==> config.mk <==
export PLATFORM = sky130hd
export DESIGN_NAME = unstriping_ctrl
export DESIGN_NICKNAME = d
export VERILOG_FILES = /design/src/rtl/unstriping_pkg.sv /design/src/rtl/sat_counter.sv /design/src/rtl/unstriping_ctrl.sv
export SDC_FILE = /design/constraint.sdc
export NUM_CORES = 1
export LEC_CHECK = 0
export CORE_ASPECT_RATIO = 1.25
export CORE_UTILIZATION = 50
export DETAILED_ROUTE_END_ITERATION = 8
export PLACE_DENSITY = 0.82
export SLEW_MARGIN = 0
export SYNTH_ARGS = -nofsm -noshare
export SYNTH_HDL_FRONTEND = slang
export SYNTH_SLANG_ARGS = --single-unit
==> constraint.sdc <==
create_clock -name clk_2f -period 4.65 [get_ports clk_2f]
set_clock_uncertainty 0.15 [all_clocks]
set_input_delay 0.93 -clock clk_2f [delete_from_list [all_inputs] [get_ports clk_2f]]
set_output_delay 0.93 -clock clk_2f [all_outputs]
set_load 0.05 [all_outputs]
==> src/rtl/unstriping_pkg.sv <==
// Shared definitions for the lane-unstriping controller: FSM state encoding
// and the default width of the merged-word counter.
package unstriping_pkg;

  localparam int CNT_W_DEFAULT = 16;

  typedef enum logic {
    IDLE = 1'b0,
    RUN  = 1'b1
  } state_t;

endpackage

==> src/rtl/sat_counter.sv <==
// Up-counter that sticks at all-ones instead of wrapping, with a synchronous
// clear and an asynchronous active-low reset.
module sat_counter #(
  parameter int W = 16
) (
  input  logic         clk,
  input  logic         reset_L,
  input  logic         inc,
  input  logic         clear,
  output logic [W-1:0] count
);

  // Count up on inc, hold once every bit is set; clear has priority over inc.
  always_ff @(posedge clk or negedge reset_L) begin
    if (!reset_L) begin
      count <= '0;
    end else if (clear) begin
      count <= '0;
    end else if (inc && (count != '1)) begin
      count <= count + 1'b1;
    end
  end

endmodule

==> src/rtl/unstriping_ctrl.sv <==
// Lane-merge controller: alternates the downstream mux between lane 0 and
// lane 1 in pairs of slots, counts merged words and flags lane-ordering
// errors. A burst always ends after a lane-1 slot, never mid-pair.
module unstriping_ctrl
  import unstriping_pkg::*;
#(
  parameter int CNT_W = CNT_W_DEFAULT
) (
  input  logic             clk_2f,
  input  logic             reset_L,
  input  logic             enable,
  input  logic             valid_in0,
  input  logic             valid_in1,
  input  logic             clear_err,
  output logic             selector,
  output logic             active,
  output logic             burst_done,
  output logic [CNT_W-1:0] word_count,
  output logic             lane_err
);

  state_t state_reg;
  state_t state_next;
  logic   selector_next;
  logic   burst_done_next;
  logic   active_next;
  logic   lane_err_next;
  logic   lane0_slot;
  logic   lane1_slot;
  logic   err_set;
  logic   word_inc;

  // While running, selector=1 marks the lane-0 slot and selector=0 the lane-1 slot.
  assign lane0_slot = (state_reg == RUN) && selector;
  assign lane1_slot = (state_reg == RUN) && !selector;

  // A word is merged whenever the lane owning the current slot presents valid data.
  assign word_inc = (lane0_slot && valid_in0) || (lane1_slot && valid_in1);

  // Lane 1 delivering while lane 0 has nothing means the lanes have slipped.
  assign err_set = lane1_slot && valid_in1 && !valid_in0;

  // Next-state and next-output decode; exits are only decided at the end of a lane-1 slot.
  always_comb begin
    state_next      = state_reg;
    selector_next   = 1'b0;
    burst_done_next = 1'b0;
    case (state_reg)
      IDLE: begin
        if (enable && valid_in0) begin
          state_next    = RUN;
          selector_next = 1'b1;
        end
      end
      RUN: begin
        if (selector) begin
          // Lane-0 slot always hands over to its lane-1 partner.
          state_next    = RUN;
          selector_next = 1'b0;
        end else if (enable && valid_in0) begin
          // Pair complete and another lane-0 word is ready: keep going.
          state_next    = RUN;
          selector_next = 1'b1;
        end else begin
          state_next      = IDLE;
          burst_done_next = 1'b1;
        end
      end
      default: begin
        state_next = IDLE;
      end
    endcase
    active_next   = (state_next == RUN);
    lane_err_next = err_set || (lane_err && !clear_err);
  end

  // Register the FSM state and every control output so nothing is combinational from inputs.
  always_ff @(posedge clk_2f or negedge reset_L) begin
    if (!reset_L) begin
      state_reg  <= IDLE;
      selector   <= 1'b0;
      active     <= 1'b0;
      burst_done <= 1'b0;
      lane_err   <= 1'b0;
    end else begin
      state_reg  <= state_next;
      selector   <= selector_next;
      active     <= active_next;
      burst_done <= burst_done_next;
      lane_err   <= lane_err_next;
    end
  end

  sat_counter #(
    .W(CNT_W)
  ) u_word_counter (
    .clk     (clk_2f),
    .reset_L (reset_L),
    .inc     (word_inc),
    .clear   (1'b0),
    .count   (word_count)
  );

endmodule

==> impl_results.md <==
* Root Buffer: clkbuf_4
* Synth top area share at 50.9%
* Area of the core at 1810 um^2
* Synth warnings at 0
* Die W at 41.7 um
* Crit path buf inv count at 1
* Fraction of registers with async set/reset at 100%
* Number of flops mapped to enable cells by yosys at 0
* Syn nets at 96
* Setup crit end kind: primary output
* DIE AREA at 2150 um^2
* Initial Util at 54.4%
* Max frequency at 0.370 GHz
* Worst Reg-to-Reg Cells at 5
* Top reg by flops: u_word_counter.count
* Yosys reg bits at 20
* CP startpoint kind: register
* Area contributors post-synth: dfrtp_1 (51%), xor2_1 (9.8%), nand2_1 (3.8%)
* Commonest non-fill, non-tap cell in the layout: clkdlybuf4s50_1
* Vias in the first global route at 770
* Reg clk slew, reported paths at 0.11 ns
* Post-cts resize count at 0
* Netlist Area Pre-Place at 983 um^2
* Leakage at 0.579 nW
* H-tree depth at 1
* Status: complete, no violations
* Count of max-cap constraint violations at 0
* VDD IR max at 0.359 mV
* Vias at 781
* WL/cell at 14.1 um
* Avg Synthesized Cell Area at 11.0 um^2
* Post-Synth Simple-Gate Area at 27.5%
* Crit path max-delay family: buffers and inverters
* # setup viols final at 0
* Crit-path cells: clkdlybuf4s50_1
* Sequential-to-total area share from yosys stat at 50.9%
* Initial antenna violation count at 0
* DRT iter0 DRCs at 11
* Hold Path Depth at 1
* Skew-Pair Late Insertion Delay at 0.30 ns
* Crit path required time at 3.57 ns
* WP depth at 1
* GRT Residual Overflow at 0
* Worst hold path type: register to register
* R2R Path Start: u_word_counter.count[0]
* Crit-path slowest cell: clkdlybuf4s50_1
* Placer congestion estimate at 0.778
* Most frequent cells in the layout: clkdlybuf4s50_1 (25), dfrtp_1 (20), xor2_1 (11)
* Post-DP HPWL at 1430 um
* DRC Markers at 0
* Final Critical Period at 2.70 ns
* R2R Path End: u_word_counter.count[1]
* Post-Synth Adder-Cell Area at 1.27%
* Setup TNS at 0 ns
* Die Ht at 51.6 um
* Compound-Gate Fraction of Synth Area at 2.80%
* # rows at 17
* RSZ-0062 raised after global routing: no
* Place WS at 1.91 ns
* Main combinational cell family by area after synthesis: simple AND/OR/NAND/NOR gates
* First-pass GRT wire length at 3330 um
* Worst slew margin at 41.7%
* Area leader, netlist: dfrtp_1
* Flop pwr share at 44.6%
* Int Power at 0.311 mW
* DR pass1 iterations at 4
* Routed wire length at 1920 um
* Cells after Synth at 89
* Mean number of vias per cell at 5.74
* PnR worst setup slack at 1.95 ns
* R2r setup slk at 2.58 ns
* Gr usage total at 20.4%
* IO Count at 26
* Fin nets at 125
* Switching part of the total power at 39.1%
* Buffers on Ports at 25
* Clock sinks at 20
* CTS tree: built
* Synth cell types at 30
* Share of post-route cells with drive strength above 1 at 9.40%
* CTS Hold Bufs at 0
* Max incr delay on CP at 0.84 ns
* Max Root-Sink Buffers at 2
* Final max-slew violation count at 0
* Crit share post-route at 58.1%
* Post-CTS setup buffer count at 0
* CTS Buf Count at 3
* Critical path class: register to primary output
* PwrDens at 396 nW/um^2
* Post-synthesis xor/xnor area fraction at 12.5%
* Mux cell area share after synthesis at 3.56%
* Crit path max fanout at 6
* Fin. Hold Viols at 0
* # diodes at 0
* Largest net degree at the start of global routing at 21
* Max FFs per register at 16
* Worst-Margin Slew at 0.871 ns
* Worst hold start: u_word_counter.count[15]
* Area Overhead vs Synth at 31.2%
* Arrival @ worst endpoint at 1.62 ns
* Clock Power Share at 19.5%
* Switch Pwr at 0.200 mW
* Post-synth top flop: dfrtp_1
* Antenna viol nets, final at 0
* Logic pwr share at 35.9%
* Hold path endpoint: u_word_counter.count[15]
==> Yosys cell counts (all sizes together) (2+ instances only) <==
cell,number
nand2b,3
nor2,3
nand2,10
a21oi,2
mux2i,2
nor4,5
dfrtp,20
xor2,11
inv,3
xnor2,3
nand4,4
nand3,4
nor3,7
==> final cells by class <==
type,instances,area (um^2)
clock buffer,4,36.3
fill,125,518
inverter,3,11.3
multi-input combinational,65,468
sequential,20,500
tap,19,23.8
timing repair buffer,25,250
==> cells by family (layout without fill, tap and decap cells) <==
| kind of cell | after synthesis | count (layout) |
|---|---|---|
| DFF | 20 | 20 |
| xor gates and xnor gates | 14 | 14 |
| AOI/OAI and AO/OA | 4 | 4 |
| buffers and inverters | 4 | 32 |
| muxes | 3 | 3 |
| and+or+nand+nor | 43 | 43 |
| adders and majority gates | 1 | 1 |
==> routing by layer <==
layer  vias up  track usage, %  part of all wire, %
met1       377            26.8                   45
met3         7            2.08                  3.1
met4         0            9.68                  1.9
li1        376               -                    -
met5         -               0                    0
met2        21            33.9                   50
==> power groups by stage <==
stage               combinational [mW]  sequential (mW)  clock (mW)
floorplan                       0.0402            0.307           0
global placement                 0.180            0.230           0
detailed placement               0.183            0.231           0
CTS                              0.185            0.228       0.100
global route                     0.192            0.232       0.106
finish                           0.183            0.228      0.0994
==> worst max path at each step <==
stage,start,endpoint
floorplan,u_word_counter.count[0],u_word_counter.count[1]
global placement,valid_in0,u_word_counter.count[9]
detailed placement,valid_in0,u_word_counter.count[11]
finish,u_word_counter.count[4],word_count[4]
CTS,u_word_counter.count[4],word_count[4]
global route,u_word_counter.count[4],word_count[4]
==> metrics by stage <==
step / cells / instance area (um^2) / util [%] / hold slack (ns) / power, mW
after global placement: 132 / 1250 / 69.3 / 0.355 / 0.410
after floorplan: 89 / 983 / - / 0.484 / 0.347
after detailed placement: 132 / 1250 / 69.3 / 0.358 / 0.414
final: 136 / 1290 / 71.3 / 0.373 / 0.510
after global routing: 136 / 1290 / 71.3 / 0.407 / 0.531
after CTS: 136 / 1290 / 71.3 / 0.375 / 0.513
Power figures use the tool's default switching activity.
